===== src/rtl/ibex_pkg.sv =====
// Shared LSU types: FSM state encoding, access-size codes and the split-access test.
// The *_MIS states exist only when IBEX_LSU_MISALIGNED_EN is defined.
package ibex_pkg;

  typedef enum logic [2:0] {
    IDLE            = 3'd0,
`ifdef IBEX_LSU_MISALIGNED_EN
    WAIT_GNT_MIS    = 3'd1,
    WAIT_RVALID_MIS = 3'd2,
`endif
    WAIT_GNT        = 3'd3,
    WAIT_RVALID     = 3'd4
  } ls_fsm_e;

  localparam logic [1:0] LSU_WORD = 2'b00;
  localparam logic [1:0] LSU_HALF = 2'b01;
  localparam logic [1:0] LSU_BYTE = 2'b10;

  // Reserved size 2'b11 behaves as a word.
  function automatic logic lsu_is_split(input logic [1:0] typ, input logic [1:0] off);
    logic word;
    word = (typ == LSU_WORD) || (typ == 2'b11);
    return (word && (off != 2'b00)) || ((typ == LSU_HALF) && (off == 2'b11));
  endfunction

endpackage


===== src/rtl/ibex_lsu_data_align.sv =====
// Combinational LSU datapath: byte enables, store-data rotation and
// load-data extraction/extension, possibly spanning two bus words.
module ibex_lsu_data_align
  import ibex_pkg::*;
(
  input  logic [1:0]  type_i,
  input  logic [1:0]  offset_i,
  input  logic        second_i,
  input  logic        split_i,
  input  logic        sign_ext_i,
  input  logic [31:0] wdata_i,
  input  logic [31:0] rdata_first_i,
  input  logic [31:0] rdata_i,
  output logic [3:0]  be_o,
  output logic [31:0] wdata_o,
  output logic [31:0] rdata_o
);

  logic [3:0]  mask;
  logic [7:0]  mask_sh;
  logic [55:0] rd_cat;
  logic [31:0] rd_al;

  always_comb begin
    case (type_i)
      LSU_HALF: mask = 4'b0011;
      LSU_BYTE: mask = 4'b0001;
      default:  mask = 4'b1111;
    endcase
    // Upper nibble holds the lanes that spill into the next word.
    mask_sh = {4'b0000, mask} << offset_i;
    be_o    = second_i ? mask_sh[7:4] : mask_sh[3:0];

    case (offset_i)
      2'd1:    wdata_o = {wdata_i[23:0], wdata_i[31:24]};
      2'd2:    wdata_o = {wdata_i[15:0], wdata_i[31:16]};
      2'd3:    wdata_o = {wdata_i[7:0],  wdata_i[31:8]};
      default: wdata_o = wdata_i;
    endcase

    // Split loads concatenate the second word above the registered first word.
    rd_cat = split_i ? {rdata_i[23:0], rdata_first_i} : {24'h0, rdata_i};
    case (offset_i)
      2'd1:    rd_al = rd_cat[39:8];
      2'd2:    rd_al = rd_cat[47:16];
      2'd3:    rd_al = rd_cat[55:24];
      default: rd_al = rd_cat[31:0];
    endcase

    case (type_i)
      LSU_HALF: rdata_o = {{16{sign_ext_i & rd_al[15]}}, rd_al[15:0]};
      LSU_BYTE: rdata_o = {{24{sign_ext_i & rd_al[7]}},  rd_al[7:0]};
      default:  rdata_o = rd_al;
    endcase
  end

endmodule


===== src/rtl/ibex_load_store_unit.sv =====
// Load/store unit: one outstanding bus transaction, optional word-crossing splits.
// Split accesses are built when IBEX_LSU_MISALIGNED_EN is defined, otherwise rejected.
module ibex_load_store_unit
  import ibex_pkg::*;
(
  input  logic        clk_i,
  input  logic        rst_ni,
  input  logic        lsu_req_i,
  input  logic        lsu_we_i,
  input  logic [1:0]  lsu_type_i,
  input  logic        lsu_sign_ext_i,
  input  logic [31:0] adder_result_ex_i,
  input  logic [31:0] lsu_wdata_i,
  output logic [31:0] lsu_rdata_o,
  output logic        lsu_resp_valid_o,
  output logic        lsu_busy_o,
  output logic        load_err_o,
  output logic        store_err_o,
  output logic        addr_misaligned_o,
  output logic        data_req_o,
  input  logic        data_gnt_i,
  input  logic        data_rvalid_i,
  input  logic        data_err_i,
  output logic [31:0] data_addr_o,
  output logic        data_we_o,
  output logic [3:0]  data_be_o,
  output logic [31:0] data_wdata_o,
  input  logic [31:0] data_rdata_i
);

  ls_fsm_e     ls_fsm_q, ls_fsm_d;
  logic [31:0] addr_q, addr_d, wdata_q, wdata_d, rdata_q, rdata_d;
  logic [1:0]  type_q, type_d;
  logic        we_q, we_d, sign_ext_q, sign_ext_d, err_q, err_d;

  logic        idle, split, second;
  logic [31:0] cur_addr, cur_wdata;
  logic [1:0]  cur_type;
  logic        cur_we, cur_sext;
  logic        req, resp, mis, err_resp;

  // In IDLE the bus is driven straight from the request; afterwards from the captures.
  assign idle      = (ls_fsm_q == IDLE);
  assign cur_addr  = idle ? adder_result_ex_i : addr_q;
  assign cur_wdata = idle ? lsu_wdata_i       : wdata_q;
  assign cur_type  = idle ? lsu_type_i        : type_q;
  assign cur_we    = idle ? lsu_we_i          : we_q;
  assign cur_sext  = idle ? lsu_sign_ext_i    : sign_ext_q;
  assign split     = lsu_is_split(cur_type, cur_addr[1:0]);

`ifdef IBEX_LSU_MISALIGNED_EN
  assign second = (ls_fsm_q == WAIT_RVALID_MIS) ||
                  (split && ((ls_fsm_q == WAIT_GNT) || (ls_fsm_q == WAIT_RVALID)));
`else
  assign second = 1'b0;
`endif

  ibex_lsu_data_align u_align (
    .type_i        (cur_type),
    .offset_i      (cur_addr[1:0]),
    .second_i      (second),
    .split_i       (split),
    .sign_ext_i    (cur_sext),
    .wdata_i       (cur_wdata),
    .rdata_first_i (rdata_q),
    .rdata_i       (data_rdata_i),
    .be_o          (data_be_o),
    .wdata_o       (data_wdata_o),
    .rdata_o       (lsu_rdata_o)
  );

  always_comb begin
    ls_fsm_d   = ls_fsm_q;
    addr_d     = addr_q;
    wdata_d    = wdata_q;
    type_d     = type_q;
    we_d       = we_q;
    sign_ext_d = sign_ext_q;
    rdata_d    = rdata_q;
    err_d      = err_q;
    req        = 1'b0;
    resp       = 1'b0;
    mis        = 1'b0;
    err_resp   = 1'b0;
    case (ls_fsm_q)
      IDLE: begin
        if (lsu_req_i) begin
          addr_d     = adder_result_ex_i;
          wdata_d    = lsu_wdata_i;
          type_d     = lsu_type_i;
          we_d       = lsu_we_i;
          sign_ext_d = lsu_sign_ext_i;
          err_d      = 1'b0;
`ifdef IBEX_LSU_MISALIGNED_EN
          req = 1'b1;
          if (split) ls_fsm_d = data_gnt_i ? WAIT_RVALID_MIS : WAIT_GNT_MIS;
          else       ls_fsm_d = data_gnt_i ? WAIT_RVALID     : WAIT_GNT;
`else
          if (split) begin
            mis  = 1'b1;
            resp = 1'b1;
          end else begin
            req      = 1'b1;
            ls_fsm_d = data_gnt_i ? WAIT_RVALID : WAIT_GNT;
          end
`endif
        end
      end
`ifdef IBEX_LSU_MISALIGNED_EN
      WAIT_GNT_MIS: begin
        req = 1'b1;
        if (data_gnt_i) ls_fsm_d = WAIT_RVALID_MIS;
      end
      WAIT_RVALID_MIS: begin
        // Second part goes out in the same cycle the first response lands.
        if (data_rvalid_i) begin
          rdata_d  = data_rdata_i;
          err_d    = err_q | data_err_i;
          req      = 1'b1;
          ls_fsm_d = data_gnt_i ? WAIT_RVALID : WAIT_GNT;
        end
      end
`endif
      WAIT_GNT: begin
        req = 1'b1;
        if (data_gnt_i) ls_fsm_d = WAIT_RVALID;
      end
      WAIT_RVALID: begin
        if (data_rvalid_i) begin
          resp     = 1'b1;
          err_resp = err_q | data_err_i;
          ls_fsm_d = IDLE;
        end
      end
      default: ls_fsm_d = IDLE;
    endcase
  end

  always_ff @(posedge clk_i) begin
    if (!rst_ni) begin
      ls_fsm_q   <= IDLE;
      addr_q     <= '0;
      wdata_q    <= '0;
      type_q     <= '0;
      we_q       <= 1'b0;
      sign_ext_q <= 1'b0;
      rdata_q    <= '0;
      err_q      <= 1'b0;
    end else begin
      ls_fsm_q   <= ls_fsm_d;
      addr_q     <= addr_d;
      wdata_q    <= wdata_d;
      type_q     <= type_d;
      we_q       <= we_d;
      sign_ext_q <= sign_ext_d;
      rdata_q    <= rdata_d;
      err_q      <= err_d;
    end
  end

  assign data_addr_o       = {cur_addr[31:2], 2'b00} + (second ? 32'd4 : 32'd0);
  assign data_we_o         = cur_we;
  assign data_req_o        = req & rst_ni;
  assign lsu_resp_valid_o  = resp & rst_ni;
  assign addr_misaligned_o = mis & rst_ni;
  assign lsu_busy_o        = ~idle & rst_ni;
  assign load_err_o        = err_resp & ~we_q & rst_ni;
  assign store_err_o       = err_resp & we_q & rst_ni;

endmodule


===== config.mk =====
export PLATFORM = sky130hd
export DESIGN_NAME = ibex_load_store_unit
export DESIGN_NICKNAME = d
export VERILOG_FILES = /design/src/rtl/ibex_pkg.sv /design/src/rtl/ibex_lsu_data_align.sv /design/src/rtl/ibex_load_store_unit.sv
export SDC_FILE = /design/constraint.sdc
export NUM_CORES = 1
export LEC_CHECK = 0
export CORE_ASPECT_RATIO = 2
export CORE_MARGIN = 2
export CORE_UTILIZATION = 49
export CTS_CLUSTER_DIAMETER = 40
export DETAILED_ROUTE_END_ITERATION = 7
export GPL_ROUTABILITY_DRIVEN = 0
export PLACE_DENSITY = 0.95
export SYNTH_ARGS = -nofsm -noshare
export SYNTH_HDL_FRONTEND = slang
export SYNTH_SLANG_ARGS = --single-unit

===== constraint.sdc =====
create_clock -name clk_i -period 5.38 [get_ports clk_i]
set_input_delay 1.076 -clock clk_i [delete_from_list [all_inputs] [get_ports clk_i]]
set_output_delay 1.076 -clock clk_i [all_outputs]
set_load 0.005 [all_outputs]

==> report_table.html, run 1 <==
<table>
<tr><th>Metric</th><th>Value</th></tr>
<tr><th colspan="2">GRT</th></tr>
<tr><td>Sum of overflow across all layers after global routing</td><td>0</td></tr>
<tr><td>Global-route total usage across every layer</td><td>a little under a third</td></tr>
<tr><td>First-pass GRT wire length</td><td>30640 um</td></tr>
<tr><td>Vias in the first global route</td><td>6339</td></tr>
<tr><td>Largest net degree at the start of global routing</td><td>69</td></tr>
<tr><td>Antenna violations before repair</td><td>1</td></tr>
<tr><th colspan="2">Setup path</th></tr>
<tr><td>Critical R2R Capture</td><td>ls_fsm_q[2]</td></tr>
<tr><td>R2r setup slk</td><td>between 2 and 2.5 ns</td></tr>
<tr><td>Worst reg2reg path depth</td><td>8</td></tr>
<tr><td>Critical path data required time</td><td>between 4 and 5 ns</td></tr>
<tr><td>Maximum fanout along the worst path</td><td>24</td></tr>
<tr><td>Critical path type</td><td>input port to output pin</td></tr>
<tr><td>Beginning of the critical path</td><td>lsu_type_i[1]</td></tr>
<tr><td>Category of the worst setup path launch point</td><td>input port</td></tr>
<tr><td>Beginning of the worst register-to-register path</td><td>ls_fsm_q[1]</td></tr>
<tr><td>Data arrival time of the worst path</td><td>between 4 and 5 ns</td></tr>
<tr><td>End point of the critical path</td><td>lsu_rdata_o[23]</td></tr>
<tr><td>Endpoint type of the worst setup path</td><td>output pin</td></tr>
<tr><th colspan="2">Route</th></tr>
<tr><td>Total wire length</td><td>19650 um</td></tr>
<tr><td>Number of design rule violations left after detail routing</td><td>0</td></tr>
<tr><td>Detailed Route Iter0 Violations</td><td>480</td></tr>
<tr><td>Number of detailed-routing iterations run before antenna repair</td><td>8</td></tr>
<tr><td>Vias after detailed routing</td><td>between 6000 and 7000</td></tr>
<tr><td>Final ANT Viol Nets</td><td>0</td></tr>
<tr><td>Wire per inst</td><td>between 15 and 20 um</td></tr>
<tr><td>Post-detailed-route via-to-cell ratio</td><td>approximately 6.2</td></tr>
<tr><th colspan="2">Flow run</th></tr>
<tr><td>Number of maximum-capacitance constraint violations</td><td>0</td></tr>
<tr><th colspan="2">Synthesis</th></tr>
<tr><td>Syn avg cell area</td><td>~8 um2</td></tr>
<tr><td>Post-synthesis cell area</td><td>approximately 0.0057 mm2</td></tr>
<tr><td>Count of yosys warnings during synthesis</td><td>0</td></tr>
<tr><td>Fraction of registers with async set or reset after synthesis</td><td>0%</td></tr>
<tr><td>Synthesized flop and latch total</td><td>70</td></tr>
<tr><td>Cell types occupying the most area after synthesis</td><td>sky130_fd_sc_hd__dfxtp_1 25%, sky130_fd_sc_hd__mux2_2 15%, sky130_fd_sc_hd__mux2i_1 11%, sky130_fd_sc_hd__nand2_1 9.6%, sky130_fd_sc_hd__a21oi_1 9.2%</td></tr>
<tr><td>Fraction of the yosys area taken by sequential cells</td><td>24.74%</td></tr>
<tr><td>Library cell occupying the most area in the post-synthesis netlist</td><td>sky130_fd_sc_hd__dfxtp_1</td></tr>
<tr><td>Distinct cell type count after synthesis</td><td>53</td></tr>
<tr><td>Post-synth EDFFs</td><td>0</td></tr>
<tr><td>Synth top area share</td><td>24.74%</td></tr>
<tr><td>Cell count after synthesis</td><td>roughly 700</td></tr>
<tr><td>Primary flip-flop cell chosen by synthesis mapping</td><td>sky130_fd_sc_hd__dfxtp_1</td></tr>
<tr><th colspan="2">CTS</th></tr>
<tr><td>Cts repair resizes</td><td>0</td></tr>
<tr><td># H-tree levels</td><td>3</td></tr>
<tr><td>Clk_lat worst skew</td><td>between 0.3 and 0.4 ns</td></tr>
<tr><td>Maximum buffer depth of the clock tree</td><td>2</td></tr>
<tr><td>TritonCTS clock tree</td><td>done</td></tr>
<tr><td>Hold_buf cts</td><td>0</td></tr>
<tr><td>Root buffer selected by CTS</td><td>sky130_fd_sc_hd__clkbuf_16</td></tr>
<tr><td>Num CTS Buffers</td><td>9</td></tr>
<tr><td>Clock transition at path regs</td><td>about 0.06 ns</td></tr>
<tr><td>Sink count of the clock tree</td><td>70</td></tr>
<tr><td>Count of buffers added by post-CTS timing repair for setup</td><td>0</td></tr>
<tr><th colspan="2">STA</th></tr>
<tr><td>Setup repair after global routing missed its margin</td><td>no</td></tr>
<tr><td>Worst max-slew margin expressed relative to the limit</td><td>about a third</td></tr>
<tr><td>TNS Setup</td><td>0 ns</td></tr>
<tr><td>Maximum operating frequency</td><td>between 150 and 200 MHz</td></tr>
<tr><td>Least-Margin Pin Slew</td><td>slightly above 1 ns</td></tr>
<tr><td>Slew Viols, Final</td><td>0</td></tr>
<tr><td>Share of the cycle needed by the critical path after routing</td><td>96.36%</td></tr>
<tr><td>Final clock skew</td><td>roughly 0.0052 ns</td></tr>
<tr><td>Shortest period the worst path allows</td><td>roughly 5.2 ns</td></tr>
<tr><td>Endpoints failing setup</td><td>0</td></tr>
<tr><td>Final hold vios</td><td>0</td></tr>
<tr><th colspan="2">Layout</th></tr>
<tr><td>Fraction of layout instances using a drive strength above 1</td><td>between 10% and 20%</td></tr>
<tr><td>Growth of design area from synthesis to finish</td><td>41.68%</td></tr>
<tr><td>Final Net Count</td><td>approximately 1000</td></tr>
<tr><td>Post-route core utilization</td><td>a little under three quarters</td></tr>
<tr><td>Final-layout fill cell count</td><td>~850</td></tr>
<tr><th colspan="2">Worst hold path</th></tr>
<tr><td>Path class of the lowest-slack min-delay path</td><td>flip-flop to flip-flop</td></tr>
<tr><th colspan="2">Die</th></tr>
<tr><td>CORE AREA</td><td>0.01129 mm2</td></tr>
<tr><td>Die width</td><td>~80 um</td></tr>
<tr><td>IO Pins</td><td>~210</td></tr>
<tr><td>Total Die Area</td><td>0.01249 mm2</td></tr>
<tr><td>Initial cell density of the core</td><td>about half</td></tr>
<tr><td>Total number of placement rows</td><td>between 50 and 60</td></tr>
<tr><td>Die Y</td><td>around 160 um</td></tr>
<tr><th colspan="2">Power and ir drop</th></tr>
<tr><td>Power density over cell area</td><td>307.3 mW/mm2</td></tr>
<tr><td>Leakage</td><td>3.175 nW</td></tr>
<tr><td>Max IR drop VDD</td><td>between 0.0002 and 0.00025 V</td></tr>
<tr><th colspan="2">Status</th></tr>
<tr><td>Result of the run</td><td>complete, no violations</td></tr>
<tr><th colspan="2">Placement</th></tr>
<tr><td>Buffers added on ports</td><td>210</td></tr>
<tr><td>Post-detail-place hpwl</td><td>14100 um</td></tr>
</table>
[critical path, cell delays in order]
cell and delay, ns:
sky130_fd_sc_hd__clkdlybuf4s50_1 0.43, sky130_fd_sc_hd__mux2_2 0.31, sky130_fd_sc_hd__ha_1 0.35, sky130_fd_sc_hd__nor4b_1 0.32, sky130_fd_sc_hd__a31o_2 0.21, sky130_fd_sc_hd__o211a_1 0.19
sky130_fd_sc_hd__o211ai_2 0.42, sky130_fd_sc_hd__o211ai_1 0.26, sky130_fd_sc_hd__clkdlybuf4s50_1 0.54
[synthesized netlist by cell type, types with 2 or more instances]
cell / count
sky130_fd_sc_hd__inv_1: 6
sky130_fd_sc_hd__a32o_1: 7
sky130_fd_sc_hd__o21ai_2: 2
sky130_fd_sc_hd__nand2_1: 145
sky130_fd_sc_hd__inv_2: 2
sky130_fd_sc_hd__a21oi_2: 2
sky130_fd_sc_hd__clkbuf_1: 28
sky130_fd_sc_hd__mux2_2: 73
sky130_fd_sc_hd__o311ai_1: 2
sky130_fd_sc_hd__dfxtp_1: 70
sky130_fd_sc_hd__nand3_1: 4
sky130_fd_sc_hd__a21oi_1: 104
sky130_fd_sc_hd__a22o_1: 2
sky130_fd_sc_hd__buf_4: 11
sky130_fd_sc_hd__a221oi_1: 2
sky130_fd_sc_hd__a22oi_1: 10
sky130_fd_sc_hd__or2_2: 3
sky130_fd_sc_hd__mux2i_1: 65
sky130_fd_sc_hd__buf_6: 6
sky130_fd_sc_hd__o211ai_1: 17
sky130_fd_sc_hd__nor3_2: 3
sky130_fd_sc_hd__a222oi_1: 11
sky130_fd_sc_hd__and2_1: 3
sky130_fd_sc_hd__o21ai_0: 7
sky130_fd_sc_hd__buf_1: 5
sky130_fd_sc_hd__a211oi_1: 7
sky130_fd_sc_hd__a31oi_1: 15
sky130_fd_sc_hd__o21ai_1: 7
sky130_fd_sc_hd__buf_2: 20
sky130_fd_sc_hd__nor2_1: 40
sky130_fd_sc_hd__o211a_1: 3
sky130_fd_sc_hd__o22ai_1: 7
sky130_fd_sc_hd__ha_1: 3
sky130_fd_sc_hd__o21a_1: 9
[cells in the final DEF, fill, tap and decap left out, types with 9 or more instances in the layout]
master	netlist	routed
sky130_fd_sc_hd__clkdlybuf4s50_1	0	209
sky130_fd_sc_hd__mux2_2	73	73
sky130_fd_sc_hd__dfxtp_1	70	69
sky130_fd_sc_hd__a222oi_1	11	11
sky130_fd_sc_hd__a31oi_1	15	15
sky130_fd_sc_hd__buf_4	11	14
sky130_fd_sc_hd__nand2_1	145	143
sky130_fd_sc_hd__o21a_1	9	9
sky130_fd_sc_hd__mux2i_1	65	65
sky130_fd_sc_hd__o211ai_1	17	17
sky130_fd_sc_hd__clkbuf_16	0	9
sky130_fd_sc_hd__a22oi_1	10	10
sky130_fd_sc_hd__nor2_1	40	39
sky130_fd_sc_hd__a21oi_1	104	104
[cell type report]
type                       count  area, um2  area share, %
multi-input combinational    573       3876          48.30
inverter                       8      30.03         0.3742
antenna                        1      2.502        0.03118
timing repair buffer         224       2202          27.44
sequential                    70       1403          17.48
tap                          142      177.7          2.214
clock inverter                 5      81.33          1.013
clock buffer                  11      252.7          3.149
[flip-flops by register name (all words and copies together) (netlist names)]
signal and cells:
addr_q 32, type_q 2, wdata_q 32, ls_fsm_q 2, sign_ext_q 1, we_q 1
[kinds of logic after synthesis]
logic type	synth area share, %
AO/OA/AOI/OAI	25.51
AND/OR/NAND/NOR	15.88
multiplexers	26.00
buffers and inverters	7.135
flip-flops	24.74
adder cells (fa/ha/maj)	0.6628
other	0.06621
[report_power, final]
group | switching [mW] | total (mW) | internal, mW
logic | 0.564 | 1.21 | 0.642
registers | 0.0374 | 0.599 | 0.561
clock network | 0.230 | 0.661 | 0.431
[routing by layer]
layer | vias up | GRT usage [%] | part of all wire, %
met4 | 0 | 15.33 | 4.1
met1 | 2994 | 29.86 | 34
met3 | 74 | 6.134 | 7.2
li1 | 2959 | - | -
met5 | - | 0 | 0
met2 | 350 | 59.17 | 55
[metrics by stage]
stage                     worst slack (ns)  cell area (um2)  hold slack [ns]  instances  power [mW]
final                               0.1958             8025           0.4533       1034       2.467
after global routing               0.09724             8025           0.4743       1034       2.589
after CTS                           0.2588             8023           0.4553       1033       2.460
after detailed placement            0.2617             7689           0.4472       1017       1.795
after global placement              0.3984             7689           0.4396       1017       1.769
after floorplan                      1.439             5668           0.4338        721       1.240
[worst min path at each step]
stage / from / end / depth (start not counted)
finish: addr_q[4] / addr_q[4] / 2
global route: addr_q[10] / addr_q[10] / 2
detailed placement: addr_q[15] / addr_q[15] / 2
floorplan: addr_q[10] / addr_q[10] / 2
CTS: addr_q[9] / addr_q[9] / 2
global placement: type_q[1] / type_q[1] / 2
Note: power is estimated with default switching activity, not from simulation.
==> run 2: changes to the inputs <==
--- a/config.mk
+++ b/config.mk
@@ -6,7 +6,7 @@
 export NUM_CORES = 1
 export LEC_CHECK = 0
 export CORE_ASPECT_RATIO = 2
-export CORE_MARGIN = 2
+export CORE_MARGIN = 1
 export CORE_UTILIZATION = 49
 export CTS_CLUSTER_DIAMETER = 40
 export DETAILED_ROUTE_END_ITERATION = 7
==> run 2 against run 1 <==
Net effect: critical path depth unchanged; largest power group unchanged; global-route usage increased by 1.2 points; core utilization decreased by 0.22 points; register-to-register slack got worse by 0.16 ns; highest routed layer unchanged; largest cell class unchanged.
==> report_table.html, run 2 (synthesis results as in run 1) <==
<table>
<tr><th>Metric</th><th>Value</th></tr>
<tr><th colspan="2">Status</th></tr>
<tr><td>Result of the run</td><td>complete, no violations</td></tr>
<tr><th colspan="2">Power and ir drop</th></tr>
<tr><td>Power density over cell area</td><td>304.7 mW/mm2 (-0.88%)</td></tr>
<tr><td>Post-layout power</td><td>2.437 mW (-1.2%)</td></tr>
<tr><td>Leakage</td><td>3.159 nW (-0.49%)</td></tr>
<tr><td>Max IR drop VDD</td><td>0.0003581 V (+64%)</td></tr>
<tr><th colspan="2">CTS</th></tr>
<tr><td>Count of buffers added by post-CTS timing repair for setup</td><td>0 (unchanged)</td></tr>
<tr><td>Sink count of the clock tree</td><td>70 (unchanged)</td></tr>
<tr><td># H-tree levels</td><td>3 (unchanged)</td></tr>
<tr><td>TritonCTS clock tree</td><td>done</td></tr>
<tr><td>Clock transition at path regs</td><td>0.06 ns (about the same)</td></tr>
<tr><td>Root buffer selected by CTS</td><td>sky130_fd_sc_hd__clkbuf_16</td></tr>
<tr><td>Hold_buf cts</td><td>0 (unchanged)</td></tr>
<tr><td>Num CTS Buffers</td><td>9 (unchanged)</td></tr>
<tr><td>Maximum buffer depth of the clock tree</td><td>2 (unchanged)</td></tr>
<tr><td>Clk_lat worst skew</td><td>0.33 ns (about the same)</td></tr>
<tr><td>Cts repair resizes</td><td>0 (unchanged)</td></tr>
<tr><th colspan="2">STA</th></tr>
<tr><td>Maximum operating frequency</td><td>195.1 MHz (+1.1%)</td></tr>
<tr><td>Setup repair after global routing missed its margin</td><td>no</td></tr>
<tr><td>Post-layout worst setup margin</td><td>0.2538 ns (+0.05795 ns)</td></tr>
<tr><td>Shortest period the worst path allows</td><td>5.126 ns (-0.05795 ns)</td></tr>
<tr><td>Final clock skew</td><td>0.005920 ns (+0.0006842 ns)</td></tr>
<tr><td>TNS Setup</td><td>0 ns (unchanged)</td></tr>
<tr><td>Final hold vios</td><td>0 (unchanged)</td></tr>
<tr><td>Worst hold slack</td><td>0.4540 ns (+0.0007050 ns)</td></tr>
<tr><td>Endpoints failing setup</td><td>0 (unchanged)</td></tr>
<tr><td>Worst max-slew margin expressed relative to the limit</td><td>37.04% (+5.5 points)</td></tr>
<tr><td>Least-Margin Pin Slew</td><td>0.9416 ns (-0.08526 ns)</td></tr>
<tr><td>Share of the cycle needed by the critical path after routing</td><td>95.28% (-1.1 points)</td></tr>
<tr><td>Slew Viols, Final</td><td>0 (unchanged)</td></tr>
<tr><th colspan="2">Layout</th></tr>
<tr><td>Area occupied by registers</td><td>0.001403 mm2 (unchanged)</td></tr>
<tr><td>Post-route core utilization</td><td>70.89% (-0.22 points)</td></tr>
<tr><td>Most frequent cells in the layout</td><td>209 x sky130_fd_sc_hd__clkdlybuf4s50_1, 143 x sky130_fd_sc_hd__nand2_1, 104 x sky130_fd_sc_hd__a21oi_1</td></tr>
<tr><td>Top flop regs</td><td>addr_q: 32 flops, wdata_q: 32 flops</td></tr>
<tr><td>Total area of multi-input combinational cells</td><td>0.003876 mm2 (unchanged)</td></tr>
<tr><td>Fraction of layout instances using a drive strength above 1</td><td>14.85% (-0.19 points)</td></tr>
<tr><td>Growth of design area from synthesis to finish</td><td>41.24%</td></tr>
<tr><td>Most common cell after layout, fill and taps aside</td><td>sky130_fd_sc_hd__clkdlybuf4s50_1</td></tr>
<tr><td>Final Net Count</td><td>993 (-0.20%)</td></tr>
<tr><td>Final-layout fill cell count</td><td>845 (-0.71%)</td></tr>
<tr><th colspan="2">Die</th></tr>
<tr><td>Total Die Area</td><td>0.01202 mm2 (-3.7%)</td></tr>
<tr><td>Die Y</td><td>154.1 um (-1.3%)</td></tr>
<tr><td>Die width</td><td>78.03 um (-2.5%)</td></tr>
<tr><td>CORE AREA</td><td>0.01129 mm2 (unchanged)</td></tr>
<tr><td>IO Pins</td><td>213 (unchanged)</td></tr>
<tr><td>Initial cell density of the core</td><td>50.19% (unchanged)</td></tr>
<tr><td>Total number of placement rows</td><td>55 (unchanged)</td></tr>
<tr><th colspan="2">Worst hold path</th></tr>
<tr><td>Path class of the lowest-slack min-delay path</td><td>flip-flop to flip-flop</td></tr>
<tr><td>Hold wc startpoint</td><td>addr_q[16]</td></tr>
<tr><th colspan="2">Route</th></tr>
<tr><td>Number of detailed-routing iterations run before antenna repair</td><td>6 (-2)</td></tr>
<tr><td>Met3 routed WL</td><td>1202 um (-15%)</td></tr>
<tr><td>Final ANT Viol Nets</td><td>0 (unchanged)</td></tr>
<tr><td>Total wire length</td><td>19310 um (-1.7%)</td></tr>
<tr><td>Post-detailed-route via-to-cell ratio</td><td>6.150 (-0.28%)</td></tr>
<tr><td>Vias after detailed routing</td><td>6347 (-0.47%)</td></tr>
<tr><td>Detailed Route Iter0 Violations</td><td>429 (-11%)</td></tr>
<tr><td>Routed length on met2</td><td>10490 um (-3.1%)</td></tr>
<tr><td>Wire per inst</td><td>18.71 um (-1.6%)</td></tr>
<tr><td>Met1 routed wirelength after detailed routing</td><td>6607 um (about the same)</td></tr>
<tr><td>Uppermost metal layer occupied by signal nets</td><td>met4</td></tr>
<tr><td>Number of design rule violations left after detail routing</td><td>0 (unchanged)</td></tr>
<tr><th colspan="2">Setup path</th></tr>
<tr><td>Data arrival time of the worst path</td><td>4.05 ns (-0.06 ns)</td></tr>
<tr><td>Endpoint type of the worst setup path</td><td>output pin</td></tr>
<tr><td>Beginning of the worst register-to-register path</td><td>ls_fsm_q[1]</td></tr>
<tr><td>Maximum fanout along the worst path</td><td>9 (-63%)</td></tr>
<tr><td>Category of the worst setup path launch point</td><td>input port</td></tr>
<tr><td>Beginning of the critical path</td><td>lsu_type_i[1]</td></tr>
<tr><td>Critical path type</td><td>input port to output pin</td></tr>
<tr><td>Critical path data required time</td><td>4.30 ns (about the same)</td></tr>
<tr><th colspan="2">Placement</th></tr>
<tr><td>Buffers added on ports</td><td>210 (unchanged)</td></tr>
<tr><td>Pre-CTS WS</td><td>0.3114 ns (+0.04969 ns)</td></tr>
<tr><td>Post-detail-place hpwl</td><td>13860 um (-1.7%)</td></tr>
<tr><th colspan="2">Flow run</th></tr>
<tr><td>Number of maximum-capacitance constraint violations</td><td>0 (unchanged)</td></tr>
<tr><th colspan="2">GRT</th></tr>
<tr><td>First-pass GRT wire length</td><td>30480 um (-0.50%)</td></tr>
<tr><td>Sum of overflow across all layers after global routing</td><td>0 (unchanged)</td></tr>
<tr><td>Global-route total usage across every layer</td><td>32.01% (+1.2 points)</td></tr>
<tr><td>Largest net degree at the start of global routing</td><td>69 (unchanged)</td></tr>
<tr><td>Antenna violations before repair</td><td>1 (unchanged)</td></tr>
<tr><td>Vias in the first global route</td><td>6461 (+1.9%)</td></tr>
</table>
[run 2: cell types whose count changed in the layout (fill, tap and decap cells not counted), sizes merged]
cell	change
buf	-2
clkbuf	-2
clkinv	+2
[run 2: final cells by class]
cell class,instances,area share (%)
multi-input cells,573,48.45
repair buffers,222,27.34
flip-flops and latches,70,17.53
clock buffers,9,2.815
well taps,142,2.221
clock inverters,7,1.236
inverters,8,0.3754
diodes,1,0.03128
[run 2: worst paths after layout]
path	end	slack, ns	cells past startpoint
worst max register to register	ls_fsm_q[1]	2.33	8
worst min register to register	addr_q[16]	0.45	2
worst max-delay path	lsu_rdata_o[5]	0.25	9
worst min-delay path	addr_q[16]	0.45	2
[run 2: metal layers]
layer | vias up | global-route usage (%)
met3 | 88 | 5.341
met4 | 0 | 21.08
li1 | 2950 | -
met2 | 339 | 61.31
met1 | 2970 | 30.24
met5 | - | 0
[run 2: metrics by stage]
stage,std cells,instance area [um2]
2_1_floorplan,721,5668
3_3_place_gp,1015,7674
3_5_place_dp,1015,7674
4_1_cts,1031,7998
5_1_grt,1032,8000
6_report,1032,8000
[run 2: where the power goes]
group	internal, mW	switching (mW)
combinational	0.638	0.562
sequential	0.561	0.0367
clock	0.407	0.232
[run 2: critical path, cell delays in order]
cell and delay (ns):
sky130_fd_sc_hd__clkdlybuf4s50_1 0.43, sky130_fd_sc_hd__mux2_2 0.30, sky130_fd_sc_hd__ha_1 0.34, sky130_fd_sc_hd__buf_4 0.19, sky130_fd_sc_hd__o311ai_2 0.21, sky130_fd_sc_hd__nand2_1 0.42, sky130_fd_sc_hd__o22ai_1 0.39, sky130_fd_sc_hd__o21a_1 0.17
sky130_fd_sc_hd__clkdlybuf4s50_1 0.51
==> run 3: changes to the inputs <==
--- a/config.mk
+++ b/config.mk
@@ -7,11 +7,11 @@
 export LEC_CHECK = 0
 export CORE_ASPECT_RATIO = 2
 export CORE_MARGIN = 1
-export CORE_UTILIZATION = 49
+export CORE_UTILIZATION = 46
 export CTS_CLUSTER_DIAMETER = 40
 export DETAILED_ROUTE_END_ITERATION = 7
 export GPL_ROUTABILITY_DRIVEN = 0
-export PLACE_DENSITY = 0.95
+export PLACE_DENSITY = 0.93
 export SYNTH_ARGS = -nofsm -noshare
 export SYNTH_HDL_FRONTEND = slang
 export SYNTH_SLANG_ARGS = --single-unit
==> constraint.sdc (replaced) <==
create_clock -name clk_i -period 5.8 [get_ports clk_i]
set_input_delay 1.16 -clock clk_i [delete_from_list [all_inputs] [get_ports clk_i]]
set_output_delay 1.16 -clock clk_i [all_outputs]
set_load 0.005 [all_outputs]
==> run 3 against run 2 <==
Net effect: combinational power shrank 9%; power shrank 12%; clock-buffer cell count grew 1; global-route usage shrank 3.3 points; cell count is essentially flat; sequential share of layout area grew 0.15 points; non-clock buffer count shrank 2; clock power shrank 24%; wire length shrank 3.9%; highest routed layer unchanged; die area grew 6.4%; worst hold slack lost 0.0014 ns.
==> report_table.html, run 3 (synthesis results as in run 1) <==
<table>
<tr><th>Metric</th><th>Value</th></tr>
<tr><th colspan="2">Status</th></tr>
<tr><td>Result of the run</td><td>complete, no violations</td></tr>
<tr><th colspan="2">Power and ir drop</th></tr>
<tr><td>Internal Pwr Total</td><td>1.404 mW (-13%)</td></tr>
<tr><td>Max IR drop VDD</td><td>0.0002098 V (-41%)</td></tr>
<tr><td>Comb pwr share</td><td>51.2% (+2.0 points)</td></tr>
<tr><td>Part of the power in the clock network</td><td>22.7% (-3.5 points)</td></tr>
<tr><td>Leakage</td><td>3.120 nW (-1.2%)</td></tr>
<tr><td>Net Sw Frac</td><td>34.30% (+0.20 points)</td></tr>
<tr><td>Power spent charging and discharging nets</td><td>0.7328 mW (-12%)</td></tr>
<tr><td>Sequential power share</td><td>26.1% (+1.6 points)</td></tr>
<tr><td>Power density over cell area</td><td>269.4 mW/mm2 (-12%)</td></tr>
<tr><th colspan="2">Setup path</th></tr>
<tr><td>Critical path data required time</td><td>4.64 ns (+0.34 ns)</td></tr>
<tr><td>Endpoint type of the worst setup path</td><td>output pin</td></tr>
<tr><td>Category of the worst setup path launch point</td><td>input port</td></tr>
<tr><td>Data arrival time of the worst path</td><td>4.33 ns (+0.28 ns)</td></tr>
<tr><td>Maximum fanout along the worst path</td><td>24 (+15)</td></tr>
<tr><td>Critical path type</td><td>input port to output pin</td></tr>
<tr><td>R2r setup slk</td><td>2.83 ns (+0.50 ns)</td></tr>
<tr><th colspan="2">Die</th></tr>
<tr><td>Initial cell density of the core</td><td>46.99% (-3.2 points)</td></tr>
<tr><td>CORE AREA</td><td>0.01205 mm2 (+6.8%)</td></tr>
<tr><td>Total Die Area</td><td>0.01279 mm2 (+6.4%)</td></tr>
<tr><td>Total number of placement rows</td><td>57 (+3.6%)</td></tr>
<tr><td>IO Pins</td><td>213 (unchanged)</td></tr>
<tr><td>Die Y</td><td>158.9 um (+3.2%)</td></tr>
<tr><td>Die width</td><td>80.47 um (+3.1%)</td></tr>
<tr><th colspan="2">Route</th></tr>
<tr><td>Total wire length</td><td>18550 um (-3.9%)</td></tr>
<tr><td>Number of design rule violations left after detail routing</td><td>0 (unchanged)</td></tr>
<tr><td>Wire per inst</td><td>17.96 um (-4.0%)</td></tr>
<tr><td>Vias after detailed routing</td><td>6189 (-2.5%)</td></tr>
<tr><td>Final ANT Viol Nets</td><td>0 (unchanged)</td></tr>
<tr><td>Detailed Route Iter0 Violations</td><td>312 (-27%)</td></tr>
<tr><td>Post-detailed-route via-to-cell ratio</td><td>5.991 (-2.6%)</td></tr>
<tr><td>Number of detailed-routing iterations run before antenna repair</td><td>7 (+1)</td></tr>
<tr><th colspan="2">CTS</th></tr>
<tr><td>Num CTS Buffers</td><td>9 (unchanged)</td></tr>
<tr><td>Maximum buffer depth of the clock tree</td><td>2 (unchanged)</td></tr>
<tr><td>Clock transition at path regs</td><td>0.05 ns (about the same)</td></tr>
<tr><td>Root buffer selected by CTS</td><td>sky130_fd_sc_hd__clkbuf_16</td></tr>
<tr><td>Count of buffers added by post-CTS timing repair for setup</td><td>0 (unchanged)</td></tr>
<tr><td>Cts repair resizes</td><td>0 (unchanged)</td></tr>
<tr><td>Sink count of the clock tree</td><td>70 (unchanged)</td></tr>
<tr><td>Clk_lat worst skew</td><td>0.32 ns (about the same)</td></tr>
<tr><td>TritonCTS clock tree</td><td>done</td></tr>
<tr><td># H-tree levels</td><td>3 (unchanged)</td></tr>
<tr><td>Hold_buf cts</td><td>0 (unchanged)</td></tr>
<tr><th colspan="2">Placement</th></tr>
<tr><td># placed instances</td><td>1018 (+0.30%)</td></tr>
<tr><td>Buffers added on ports</td><td>210 (unchanged)</td></tr>
<tr><td>Post-detail-place hpwl</td><td>13380 um (-3.4%)</td></tr>
<tr><th colspan="2">STA</th></tr>
<tr><td>Least-Margin Pin Slew</td><td>0.9655 ns (+0.02399 ns)</td></tr>
<tr><td>Slew Viols, Final</td><td>0 (unchanged)</td></tr>
<tr><td>TNS Setup</td><td>0 ns (unchanged)</td></tr>
<tr><td>Final clock skew</td><td>0.005210 ns (-0.0007110 ns)</td></tr>
<tr><td>Final hold vios</td><td>0 (unchanged)</td></tr>
<tr><td>Worst hold slack</td><td>0.4526 ns (-0.001381 ns)</td></tr>
<tr><td>Shortest period the worst path allows</td><td>5.488 ns</td></tr>
<tr><td>Endpoints failing setup</td><td>0 (unchanged)</td></tr>
<tr><td>Worst max-slew margin expressed relative to the limit</td><td>35.44% (-1.6 points)</td></tr>
<tr><td>Maximum operating frequency</td><td>approximately 180 MHz</td></tr>
<tr><td>Share of the cycle needed by the critical path after routing</td><td>between 90% and 100%</td></tr>
<tr><td>Setup repair after global routing missed its margin</td><td>no</td></tr>
<tr><th colspan="2">Layout</th></tr>
<tr><td>Area occupied by registers</td><td>0.001403 mm2 (unchanged)</td></tr>
<tr><td>Fin cells</td><td>1033 (+0.097%)</td></tr>
<tr><td>Post-route core utilization</td><td>65.81% (-5.1 points)</td></tr>
<tr><td>Most common cell after layout, fill and taps aside</td><td>sky130_fd_sc_hd__clkdlybuf4s50_1</td></tr>
<tr><td>Most frequent cells in the layout</td><td>209 x sky130_fd_sc_hd__clkdlybuf4s50_1, 143 x sky130_fd_sc_hd__nand2_1, 104 x sky130_fd_sc_hd__a21oi_1</td></tr>
<tr><td>Growth of design area from synthesis to finish</td><td>40.03%</td></tr>
<tr><td>Final-layout fill cell count</td><td>955 (+13%)</td></tr>
<tr><td>Final Net Count</td><td>991 (-0.20%)</td></tr>
<tr><td>Top flop regs</td><td>addr_q: 32 flops, wdata_q: 32 flops</td></tr>
<tr><td>Fraction of layout instances using a drive strength above 1</td><td>14.46% (-0.38 points)</td></tr>
<tr><td>Total area of multi-input combinational cells</td><td>0.003876 mm2 (unchanged)</td></tr>
<tr><th colspan="2">GRT</th></tr>
<tr><td>First-pass GRT wire length</td><td>29120 um (-4.5%)</td></tr>
<tr><td>Global-route total usage across every layer</td><td>28.70% (-3.3 points)</td></tr>
<tr><td>Largest net degree at the start of global routing</td><td>69 (unchanged)</td></tr>
<tr><td>Vias in the first global route</td><td>6174 (-4.4%)</td></tr>
<tr><td>Sum of overflow across all layers after global routing</td><td>0 (unchanged)</td></tr>
<tr><td>Antenna violations before repair</td><td>1 (unchanged)</td></tr>
<tr><th colspan="2">Worst hold path</th></tr>
<tr><td>Path class of the lowest-slack min-delay path</td><td>flip-flop to flip-flop</td></tr>
<tr><th colspan="2">Flow run</th></tr>
<tr><td>Number of maximum-capacitance constraint violations</td><td>0 (unchanged)</td></tr>
</table>
run 3: cell types whose count changed in the layout (fill, tap and decap cells not counted):
cell,delta
sky130_fd_sc_hd__clkinv_4,-3
sky130_fd_sc_hd__buf_4,-2
sky130_fd_sc_hd__bufinv_16,-2
sky130_fd_sc_hd__clkbuf_8,+1
sky130_fd_sc_hd__clkinv_2,+1
sky130_fd_sc_hd__clkinvlp_4,+1
run 3: critical path: stages:
cell	delay (ns)
sky130_fd_sc_hd__clkdlybuf4s50_1	0.45
sky130_fd_sc_hd__mux2_2	0.31
sky130_fd_sc_hd__ha_1	0.46
sky130_fd_sc_hd__nor4b_1	0.31
sky130_fd_sc_hd__a31o_2	0.20
sky130_fd_sc_hd__o211a_1	0.17
sky130_fd_sc_hd__o211ai_2	0.41
sky130_fd_sc_hd__o211ai_1	0.28
sky130_fd_sc_hd__clkdlybuf4s50_1	0.56
run 3: final cells by class:
cell class,count,area share (%)
antenna,1,0.03155
clock buffer,10,3.013
clock inverter,4,0.3155
inverter,8,0.3786
multi-input combinational,573,48.87
sequential,70,17.68
tap,147,2.319
timing repair buffer,220,27.39
run 3: metal layers:
| metal | routed length (um) | up-vias | track usage, % |
|---|---|---|---|
| met2 | 10010 | 274 | 53.35 |
| met4 | 981 | 0 | 17.53 |
| met1 | 6438 | 2905 | 27.95 |
| li1 | - | 2935 | - |
| met5 | 0 | - | 0 |
| met3 | 1129 | 75 | 5.043 |
run 3: per-stage QoR:
stage	power (mW)	instance area, um2	setup WS (ns)
2_1_floorplan	1.150	5668	1.691
3_3_place_gp	1.630	7665	0.4380
3_5_place_dp	1.650	7665	0.3709
4_1_cts	2.142	7929	0.3644
5_1_grt	2.255	7931	0.2137
6_report	2.136	7931	0.3116
run 3: power groups by stage:
stage | registers, mW | clock network (mW) | logic [mW]
after floorplan | 0.547 | 0 | 0.603
after global placement | 0.564 | 0 | 1.07
after detailed placement | 0.567 | 0 | 1.08
after CTS | 0.557 | 0.498 | 1.09
after global routing | 0.564 | 0.519 | 1.17
final | 0.558 | 0.485 | 1.09
run 3: worst paths after layout:
kind,from,endpoint,depth (start not counted)
setup reg to reg,ls_fsm_q[2],ls_fsm_q[1],7
setup / recovery,lsu_type_i[1],lsu_rdata_o[23],9
hold reg to reg,addr_q[16],addr_q[16],2
hold / removal,addr_q[16],addr_q[16],2
